===== src/rtl/arb_pkg.sv =====
`default_nettype none
// ============================================================================
// Module      : arb_pkg
// Description : Shared sizing constants and FSM state encoding for the
//               eight-requester round-robin arbiter and its picker.
// Revision    : 1.0 - initial release
// ============================================================================
package arb_pkg;

  // Requester count; fixed at 8 to pair with the 8-to-3 encoder stage.
  localparam int N = 8;

  // Rotation pointer width, log2(N).
  localparam int IDX_W = 3;

  // Default owner hold limit when the timeout feature is built.
  localparam int MAX_HOLD_DEFAULT = 16;

  // Arbiter FSM encoding.
  localparam logic [0:0] ST_IDLE  = 1'b0;
  localparam logic [0:0] ST_GRANT = 1'b1;

endpackage : arb_pkg
`default_nettype wire


===== src/rtl/rr_pick.sv =====
`default_nettype none
// ============================================================================
// Module      : rr_pick
// Description : Combinational round-robin picker. Masks out excluded bits,
//               rotates the request vector so that bit ptr sits at position
//               0 (double-width concatenate and shift), takes the lowest set
//               bit, and maps that offset back to an absolute index.
// Revision    : 1.0 - initial release
// ============================================================================
module rr_pick
  import arb_pkg::*;
(
  input  logic [N-1:0]     i_req,
  input  logic [IDX_W-1:0] i_ptr,
  input  logic [N-1:0]     i_excl,
  output logic [N-1:0]     o_onehot,
  output logic [IDX_W-1:0] o_idx,
  output logic             o_any_valid
);

  logic [N-1:0]     w_masked;
  logic [2*N-1:0]   w_double;
  logic [N-1:0]     w_rot;
  logic [IDX_W-1:0] w_off;
  logic             w_found;

  assign w_masked = i_req & ~i_excl;
  assign w_double = {w_masked, w_masked};

  // After the shift, bit k of w_rot is request (ptr + k) mod N.
  assign w_rot = N'(w_double >> i_ptr);

  // Priority find: lowest set bit of the rotated vector is the nearest
  // requester at or after ptr. Scanning downward lets the lowest hit win.
  always_comb begin
    w_off   = '0;
    w_found = 1'b0;
    for (int k = N - 1; k >= 0; k--) begin
      if (w_rot[k]) begin
        w_off   = k[IDX_W-1:0];
        w_found = 1'b1;
      end
    end
  end

  // Offset back to absolute index; IDX_W-bit addition wraps 7 -> 0.
  assign o_idx       = i_ptr + w_off;
  assign o_onehot    = w_found ? ({{(N-1){1'b0}}, 1'b1} << o_idx) : '0;
  assign o_any_valid = |w_masked;

endmodule : rr_pick
`default_nettype wire


===== src/rtl/rr_arbiter8.sv =====
`default_nettype none
// ============================================================================
// Module      : rr_arbiter8
// Description : Eight-requester round-robin arbiter with grant locking.
//               Drives a registered one-hot (or all-zero) grant into the
//               downstream 8-to-3 encoder. The owner keeps the grant while
//               its request stays high; on release the next requester after
//               the rotation pointer takes over without an idle bubble.
//               Optional macro ARB_TIMEOUT_EN adds a hold counter that
//               pre-empts an owner after MAX_HOLD cycles when others wait.
// Revision    : 1.0 - initial release
// ============================================================================
module rr_arbiter8
  import arb_pkg::*;
#(
  parameter int MAX_HOLD = MAX_HOLD_DEFAULT
)
(
  input  logic         clk,
  input  logic         rst,
  input  logic [N-1:0] req,
  output logic [N-1:0] gnt,
  output logic         gnt_valid
);

  logic [0:0]       r_state;
  logic [IDX_W-1:0] r_ptr;
  logic [N-1:0]     r_gnt;
  logic             r_gnt_valid;

  logic [0:0]       w_next_state;
  logic [IDX_W-1:0] w_next_ptr;
  logic [N-1:0]     w_next_gnt;
  logic [N-1:0]     w_pick_onehot;
  logic [IDX_W-1:0] w_pick_idx;
  logic             w_pick_valid;
  logic             w_owner_req;
  logic             w_preempt;

  // The current owner is always excluded from the search, so a hand-off can
  // never re-select the requester that just released. In IDLE r_gnt is zero
  // and nothing is excluded.
  rr_pick u_pick (
    .i_req       (req),
    .i_ptr       (r_ptr),
    .i_excl      (r_gnt),
    .o_onehot    (w_pick_onehot),
    .o_idx       (w_pick_idx),
    .o_any_valid (w_pick_valid)
  );

  assign w_owner_req = |(req & r_gnt);

`ifdef ARB_TIMEOUT_EN
  localparam int HOLD_W = (MAX_HOLD < 2) ? 1 : $clog2(MAX_HOLD);
  localparam logic [HOLD_W-1:0] C_HOLD_LAST = HOLD_W'(MAX_HOLD - 1);

  logic [HOLD_W-1:0] r_hold;
  logic              w_hold_last;
  logic              w_new_grant;

  assign w_hold_last = (r_hold == C_HOLD_LAST);
  assign w_new_grant = (w_next_gnt != r_gnt) && (|w_next_gnt);

  // Pre-empt only when the limit is hit and some other requester is waiting;
  // a lone owner keeps the grant with the counter saturated.
  assign w_preempt = (r_state == ST_GRANT) && w_hold_last && w_pick_valid;

  // Hold counter: cleared on every new grant, counts owner cycles, saturates.
  always_ff @(posedge clk or posedge rst) begin
    if (rst) begin
      r_hold <= '0;
    end else if (w_new_grant || (w_next_state == ST_IDLE)) begin
      r_hold <= '0;
    end else if ((r_state == ST_GRANT) && !w_hold_last) begin
      r_hold <= r_hold + HOLD_W'(1);
    end
  end
`else
  assign w_preempt = 1'b0;
`endif

  // Next-state decode: lock, hand off, go idle, or start a new grant.
  always_comb begin
    w_next_state = r_state;
    w_next_ptr   = r_ptr;
    w_next_gnt   = r_gnt;
    case (r_state)
      ST_IDLE: begin
        if (w_pick_valid) begin
          w_next_state = ST_GRANT;
          w_next_gnt   = w_pick_onehot;
          w_next_ptr   = w_pick_idx + IDX_W'(1);
        end
      end
      ST_GRANT: begin
        if (w_owner_req && !w_preempt) begin
          w_next_gnt = r_gnt;
        end else if (w_pick_valid) begin
          w_next_gnt = w_pick_onehot;
          w_next_ptr = w_pick_idx + IDX_W'(1);
        end else begin
          w_next_state = ST_IDLE;
          w_next_gnt   = '0;
        end
      end
      default: begin
        w_next_state = ST_IDLE;
        w_next_gnt   = '0;
      end
    endcase
  end

  // State, pointer and grant registers; gnt_valid is registered alongside gnt.
  always_ff @(posedge clk or posedge rst) begin
    if (rst) begin
      r_state     <= ST_IDLE;
      r_ptr       <= '0;
      r_gnt       <= '0;
      r_gnt_valid <= 1'b0;
    end else begin
      r_state     <= w_next_state;
      r_ptr       <= w_next_ptr;
      r_gnt       <= w_next_gnt;
      r_gnt_valid <= |w_next_gnt;
    end
  end

  assign gnt       = r_gnt;
  assign gnt_valid = r_gnt_valid;

  // The encoder downstream relies on gnt never carrying two set bits.
  a_gnt_onehot0: assert property (@(posedge clk) disable iff (rst) $onehot0(r_gnt));

endmodule : rr_arbiter8
`default_nettype wire


===== config.mk =====
export PLATFORM = sky130hd
export DESIGN_NAME = rr_arbiter8
export DESIGN_NICKNAME = d
export VERILOG_FILES = /design/src/rtl/arb_pkg.sv /design/src/rtl/rr_pick.sv /design/src/rtl/rr_arbiter8.sv
export SDC_FILE = /design/constraint.sdc
export NUM_CORES = 1
export LEC_CHECK = 0
export CAP_MARGIN = 20
export CORE_ASPECT_RATIO = 0.9
export CORE_MARGIN = 2
export CORE_UTILIZATION = 40
export DETAILED_ROUTE_END_ITERATION = 6
export GPL_ROUTABILITY_DRIVEN = 0
export PLACE_DENSITY = 0.66
export SYNTH_ARGS = -nofsm -noshare
export SYNTH_HDL_FRONTEND = slang
export SYNTH_HIERARCHICAL = 1
export SYNTH_SLANG_ARGS = --single-unit

===== constraint.sdc =====
create_clock -name clk -period 4.7 [get_ports clk]
set_input_delay 0.94 -clock clk [delete_from_list [all_inputs] [get_ports clk]]
set_output_delay 0.94 -clock clk [all_outputs]
set_load 0.005 [all_outputs]

After elaboration in Yosys (flattened, before gate mapping)
Index checks and enable logic that the tools add are counted.
{ "word_totals": {"latch_bits": 0, "reg_bits": 13, "n_memories": 0, "rom_bits": 0, "output_inout_bits": 9, "input_bits": 10, "mem_bits_rw": 0} }
{ "op_classes": {"mul": 0, "n_lt_le_gt_ge": 0, "shifts": 2, "eq_ne": 1, "add_sub_neg": 2, "reduce_logical": 3, "mux": 27, "bitwise_logic": 4, "n_div": 0} }
{ "ops": {"columns": ["cell", "n"], "rows": [
  ["2-to-1 mux 8 bit", 4],
  ["2-to-1 mux 3 bit", 10],
  ["OR reduction 8 bit", 3],
  ["AND 8 bit", 2],
  ["case mux 8 bit (2 select lines)", 1],
  ["right shift 16 x 3 -> 8 bit", 1],
  ["2-to-1 mux 1 bit", 10],
  ["inverter 8 bit", 1],
  ["left shift 1 x 3 -> 8 bit, first input constant", 1],
  ["case mux 3 bit (2 select lines)", 1],
  ["adder 3 x 1 -> 3 bit, second input constant", 1],
  ["adder 3 bit", 1],
  ["!= test 2 bit, second input constant", 1],
  ["case mux 1 bit (2 select lines)", 1],
  ["inverter 1 bit", 1]
]} }

Depth between registers and ports, before layout
Gate-level depths: netlist (run 1).
{ "logic_depth": {"ltp_word": 18, "depth_mapped": 18, "depth_no_buf": 16} }

By module
Netlist (run 1), hierarchy kept.
{ "by_module_without_submodules": {"columns": ["mod", "area_each_um2", "n_inst", "seq_area_each_um2", "cells_per_inst"], "rows": [
  ["rr_pick", 875.8, 1, 0.0, 114],
  ["rr_arbiter8", 596.8, 1, 325.3, 46]
]} }

Worst setup path after synthesis (run 1)
Ideal clock, no wire load.
{ "synth_timing": {"kind": "input -> register", "from": "in req[0]", "to": "reg r_gnt_valid, in the netlist gnt_valid", "required_time_ps": 4579, "setup_slack_ps": 729, "stages": 15, "arrival_ps": 3850, "n_path_buf": 0, "path_cell_list": "and4bb_2 nor4_1 o21ai_0 a21oi_1 o21ai_0 a21boi_0 ha_1 inv_1 fa_1 xor2_1 nor3_1 a22o_1 nor4_1 nand2_1 a22o_1"} }
{ "synth_via": {"elab_chain_len": 17, "word_cells_on_any_way": 29} }
{ "synth_rtl": {"columns": ["item", "line", "text"], "rows": [
  ["from (decl)", "rr_arbiter8.sv:21", "input logic [N-1:0] req,"],
  ["AND 8 bit (*)", "rr_pick.sv:27", "assign w_masked = i_req & ~i_excl;"],
  ["right shift 16 x 3 -> 8 bit (*)", "rr_pick.sv:31", "assign w_rot = N'(w_double >> i_ptr);"],
  ["2-to-1 mux 3 bit (8 in a row)", "rr_pick.sv:39", "if (w_rot[k]) begin"],
  ["adder 3 bit", "rr_pick.sv:47", "assign o_idx = i_ptr + w_off;"],
  ["left shift 1 x 3 -> 8 bit", "rr_pick.sv:48", "assign o_onehot = w_found ? ({{(N-1){1'b0}}, 1'b1} << o_idx) : '0;"],
  ["2-to-1 mux 8 bit (*)", "rr_pick.sv:48", null],
  ["net w_pick_onehot[6]", "rr_arbiter8.sv:34", "logic [N-1:0] w_pick_onehot;"],
  ["2-to-1 mux 8 bit", "rr_arbiter8.sv:99", "end else if (w_pick_valid) begin"],
  ["2-to-1 mux 8 bit", "rr_arbiter8.sv:97", "if (w_owner_req && !w_preempt) begin"],
  ["case mux 8 bit (2 select lines) (*)", "rr_arbiter8.sv:88", "case (r_state)"],
  ["OR reduction 8 bit (*)", "rr_arbiter8.sv:125", "r_gnt_valid <= |w_next_gnt;"],
  ["to (signal assigned)", "rr_arbiter8.sv:125", null],
  ["to (decl)", "rr_arbiter8.sv:29", "logic r_gnt_valid;"]
]} }
The timed path passes the listed nets; every way through them passes the cells marked *.
A chain may end at the register's enable or synchronous reset.

Final worst setup path (run 1)
Same ends and word-level chain as after synthesis.

==> impl_metrics.ini, run 1 <==
[status]
status = finished, final reports clean

[clock_tree]
clk_latency_ps = 240
cts_buffer_depth = 2
clockRootBuffer = clkbuf_8
cts.htree.levels = 1
cts_buffers = 3
clock_sinks = 13
cts_tree = built
cts.clk_slew.worst_paths_ps = 50

[yosys]
synthFlopType = dfrtp_1
synth_nets = 173
synth_seq_area_share = 0.221
async_reset_ff_frac = 1.00
synth-seq-cells = 13
synth-edff-count = 0
syn_inst = 160
syn_area_um2 = 1470
avgSynthCellArea_um2 = 9.20
yosys_warnings = 6
synth_cell_type_count = 49

[layout]
drive_above_1_share = 0.113
final_cell_count_no_fill = 221
num_antenna_cells = 0
finalNetCount = 191
fillers = 329
area_delta_synth_final_pct = 16.8

[grt]
grt_pass1_wl_mm = 6.47
grt_usage = 0.203
top_usage_layer = met2
use_met1 = 0.278
grt_overflow = 0
antenna_found_initial = 0
use_met3 = 0.0274
grt_max_degree = 37
grt_pass1_vias = 1343
grt_use_met2 = 0.343

[sta]
setup_slack_ps = 226
clock_skew_ps = 1.74
fin_crit_ps = 4470
rsz0062_at_grt = false
worst_pin_slew_ps = 751
tns_ps = 0
final_max_slew_viol_count = 0
hold_viol = 0
setup_viol = 0
slew_headroom = 0.499
period_share = 0.952
fmax_ghz = 0.224
hold-worst-slack_ps = 673

[placed_design]
place_worst_setup_slack_ps = -35.6
portBuffers = 18
dp_hpwl_mm = 2.92
dp_cells = 217

[critical_path]
crit_fanout = 5
cp_top_family = compound AO/OA/AOI/OAI gates
ff2ff_setup_slack_ps = 540
r2r_start = r_ptr[0]$_DFFE_PP0P_
critPathCaptureType = flip-flop
critPathKind = input port to flip-flop
startpoint = req[0]
crit_arrival_ps = 4600
cp.depth = 17
cp_cell_sequence = clkdlybuf4s50_1, and4bb_2, nor4_1, buf_4, o21ai_0, a21oi_1, o21ai_0, a21boi_0, ha_1, inv_1, fa_1, xnor2_2, nor3_1, a22o_1, nor4_1, nand2_1, a22o_1
r2r_end = gnt_valid$_DFF_PP0_
start_kind = input port
crit_end = gnt_valid$_DFF_PP0_
critPathMaxStageDelay_ps = 480
reg2reg_depth = 16
cp.required_ps = 4830
path_buf_inv = 3
slowest_stage = clkdlybuf4s50_1

[floorplan]
die_h_um = 61.6
dieArea_um2 = 4180
coreArea_um2 = 3450
fp.dieW_um = 68.0
fp-row-count = 20
initial_core_util = 0.426
io_pins = 19

[run]
max_cap_viol_count = 0

[route]
drt-initial-drc-count = 157
ant_nets = 0
wl_mm = 3.94
vias_per_cell = 6.42
vias = 1419
drtPass1Iterations = 4
wl_per_cell_um = 17.8
drc = 0

[min_path]
hp-class = flip-flop to flip-flop
[metrics by stage]
step                area (um2)   util
CTS                       1710  0.494
finish                    1720  0.498
global route              1720  0.498
detailed placement        1660  0.481
global placement          1660  0.481
floorplan                 1470      -
[cells by family (layout without fill, tap and decap cells)]
group,count (synthesis),in the layout,synth area share
AND/OR/NAND/NOR,75,75,0.347
AO/OA/AOI/OAI,43,43,0.240
buffers and inverters,14,31,0.0629
flip-flops,13,13,0.221
multiplexers,8,8,0.0739
XOR/XNOR,4,4,0.0238
adder cells (fa/ha/maj),3,3,0.0306
[worst min-delay path by stage]
stage	from	endpoint	slack, ps	cells after the start
after floorplan	r_ptr[1]$_DFFE_PP0P_	r_ptr[1]$_DFFE_PP0P_	510	1
after global placement	gnt[5]$_DFF_PP0_	gnt[5]$_DFF_PP0_	640	1
after detailed placement	gnt[5]$_DFF_PP0_	gnt[5]$_DFF_PP0_	650	1
after CTS	gnt[5]$_DFF_PP0_	gnt[5]$_DFF_PP0_	670	1
after global routing	gnt[4]$_DFF_PP0_	gnt[4]$_DFF_PP0_	700	1
final	gnt[5]$_DFF_PP0_	gnt[5]$_DFF_PP0_	670	1
[cell usage in the layout (no fill, tap or decap), types with 6 or more instances in the layout]
cell type	netlist	final
and2_1	6	6
a22o_1	20	20
nand2_1	8	8
nor4_1	7	7
clkdlybuf4s50_1	0	18
nor2_1	8	8
nand2b_1	7	7
dfrtp_1	13	13
[repair_timing]
item	CTS	global route
gates resized for setup	0	2
hold buffers	0	0
setup buffers	0	0
endpoints found under the setup margin	0	1
[Yosys cell counts, types with 2 or more instances]
master / n / area [um2]
a22o_1: 20 / 175
or4_1: 2 / 15.0
mux2i_1: 3 / 30.0
xnor2_1: 3 / 26.3
and4bb_2: 2 / 25.0
o21a_1: 2 / 15.0
inv_1: 5 / 18.8
buf_6: 3 / 33.8
nand2_1: 8 / 30.0
nor4b_1: 4 / 35.0
mux2_2: 2 / 22.5
mux4_2: 2 / 45.0
nor2b_1: 5 / 31.3
o2111ai_1: 3 / 26.3
nor4bb_1: 5 / 50.1
nor4_1: 7 / 43.8
a21oi_1: 3 / 15.0
nand2b_1: 7 / 43.8
ha_1: 2 / 25.0
nand4_1: 2 / 12.5
nor3b_1: 2 / 15.0
and4b_1: 4 / 40.0
o21ai_0: 5 / 25.0
nor2_1: 8 / 30.0
nand3b_1: 4 / 30.0
buf_2: 2 / 10.0
o211ai_1: 5 / 37.5
nor3_1: 2 / 10.0
dfrtp_1: 13 / 325
and2_1: 6 / 37.5
[metal layers]
metal / vias to the layer above / share of wire
met3: 2 / 0.072
li1: 669 / -
met5: - / 0
met1: 695 / 0.46
met2: 53 / 0.47
met4: 0 / 0.0018
[registers in the layout (all words and copies together) (netlist names)]
signal     cells
gnt_valid      1
r_ptr          3
gnt            8
r_state        1
[area by class of cell]
class / count / area [um2] / area share
Multi-Input combinational cell: 133 / 1070 / 0.622
Sequential cell: 13 / 325 / 0.189
Timing Repair Buffer: 21 / 203 / 0.118
Tap cell: 44 / 55.1 / 0.0320
Clock buffer: 4 / 45.0 / 0.0262
Inverter: 6 / 22.5 / 0.0131
Power of run 1 is not shown: default switching activity piles up to over one toggle a cycle in this logic, so the estimate is an artifact.
==> run 2, diff against run 1 <==
Settings changed: CTS_BUF_LIST from default to sky130_fd_sc_hd__clkbuf_4 sky130_fd_sc_hd__clkbuf_8.
==> impl_metrics.ini, run 2 (synthesized netlist as in run 1, its figures left out) <==
[critical_path]
start_kind = input port
critPathMaxStageDelay_ps = 480
r2r_end = gnt_valid$_DFF_PP0_
critPathCaptureType = flip-flop
cp_cell_sequence = clkdlybuf4s50_1, and4bb_2, nor4_1, buf_4, o21ai_0, a21oi_1, o21ai_0, a21boi_0, ha_1, inv_1, fa_1, xnor2_2, nor3_1, a22o_1, nor4_1, nand2_1, a22o_1
reg2reg_depth = 16
startpoint = req[0]
ff2ff_setup_slack_ps = 550
crit_arrival_ps = 4600
cp.required_ps = 4830
slowest_stage = clkdlybuf4s50_1
critPathKind = input port to flip-flop
crit_fanout = 5
r2r_start = r_ptr[0]$_DFFE_PP0P_

[layout]
area_delta_synth_final_pct = 17.1
multiInputGateArea_um2 = 1070
finalNetCount = 191
postLayoutCellArea_um2 = 1720
largest_reg_flops = 8
final_common_cell = a22o_1
regArea_um2 = 325
final_cell_mix = a22o_1 (20), clkdlybuf4s50_1 (18), dfrtp_1 (13)
fillers = 326
num_antenna_cells = 0
drive_above_1_share = 0.119

[clock_tree]
cts_tree = built
clk_latency_ps = 240
cts.htree.levels = 1
clock_sinks = 13
cts_buffer_depth = 2
cts.clk_slew.worst_paths_ps = 50
cts_hold_buf = 0
clockRootBuffer = clkbuf_8
cts_buffers = 3
cts_setup_buffers = 0

[floorplan]
dieArea_um2 = 4180
fp.dieW_um = 68.0
coreArea_um2 = 3450
fp-row-count = 20
die_h_um = 61.6
initial_core_util = 0.426
io_pins = 19

[sta]
setup_viol = 0
clock_skew_ps = 2.87
slew_headroom = 0.517
tns_ps = 0
rsz0062_at_grt = false
fin_crit_ps = 4470
period_share = 0.951
final_max_slew_viol_count = 0
fmax_ghz = 0.224
hold_viol = 0
worst_pin_slew_ps = 705

[run]
max_cap_viol_count = 0

[route]
wl_per_cell_um = 17.9
vias_per_cell = 6.43
wl_mm = 3.95
drtPass1Iterations = 4
vias = 1420
drt-initial-drc-count = 147
drc = 0
ant_nets = 0

[placed_design]
placed_area_um2 = 1660
dp_hpwl_mm = 2.92
portBuffers = 18

[grt]
grt_usage = 0.203
grt_pass1_wl_mm = 6.46
grt_pass1_vias = 1340
antenna_found_initial = 0
grt_overflow = 0
grt_max_degree = 37

[min_path]
hold_depth = 1
whs_endpoint = gnt[5]$_DFF_PP0_
hp-start = gnt[5]$_DFF_PP0_
hp-class = flip-flop to flip-flop

[status]
status = finished, final reports clean
run 2: what timing repair did:
action,in CTS,in global routing
hold endpoints to repair,0,0
endpoints found under the setup margin,0,1
gates resized for setup,0,2
run 2: worst max-delay path, delay by kind of cell:
family,cells,cell delay (ps)
buf+inv,3,710
simple gates,5,1000
compound gates,6,1080
xor+xnor,1,230
fa+ha+maj,2,650
run 2: metrics by stage:
stage	cells	setup WS, ps	hold slack (ps)	utilization
2_1_floorplan	160	729	511	-
4_1_cts	221	200	670	0.495
3_5_place_dp	217	-35.6	650	0.481
3_3_place_gp	217	108	638	0.481
6_report	221	232	668	0.499
5_1_grt	221	11.7	701	0.499
run 2: worst max-delay path by stage:
stage / to / slack [ps] / depth (start not counted)
final: gnt_valid$_DFF_PP0_ / 230 / 17
after global routing: gnt_valid$_DFF_PP0_ / 10 / 17
after CTS: gnt_valid$_DFF_PP0_ / 200 / 17
after detailed placement: gnt_valid$_DFF_PP0_ / -40 / 17
after global placement: gnt_valid$_DFF_PP0_ / 110 / 13
after floorplan: gnt_valid$_DFF_PP0_ / 730 / 15
run 2: final cells by class:
type                            instances  share of cell area
Clock buffer                            4              0.0283
Tap cell                               44              0.0319
Multi-Input combinational cell        133               0.620
Sequential cell                        13               0.189
Timing Repair Buffer                   21               0.118
Inverter                                6              0.0131
run 2: layer usage:
metal / global-route usage / vias up / routed length [um]
met5: 0 / - / 0
met4: 0.0429 / 0 / 23
met3: 0.0274 / 5 / 216
met2: 0.338 / 50 / 1810
met1: 0.282 / 695 / 1900
li1: - / 670 / -
Power of run 2 is left out for the same reason.
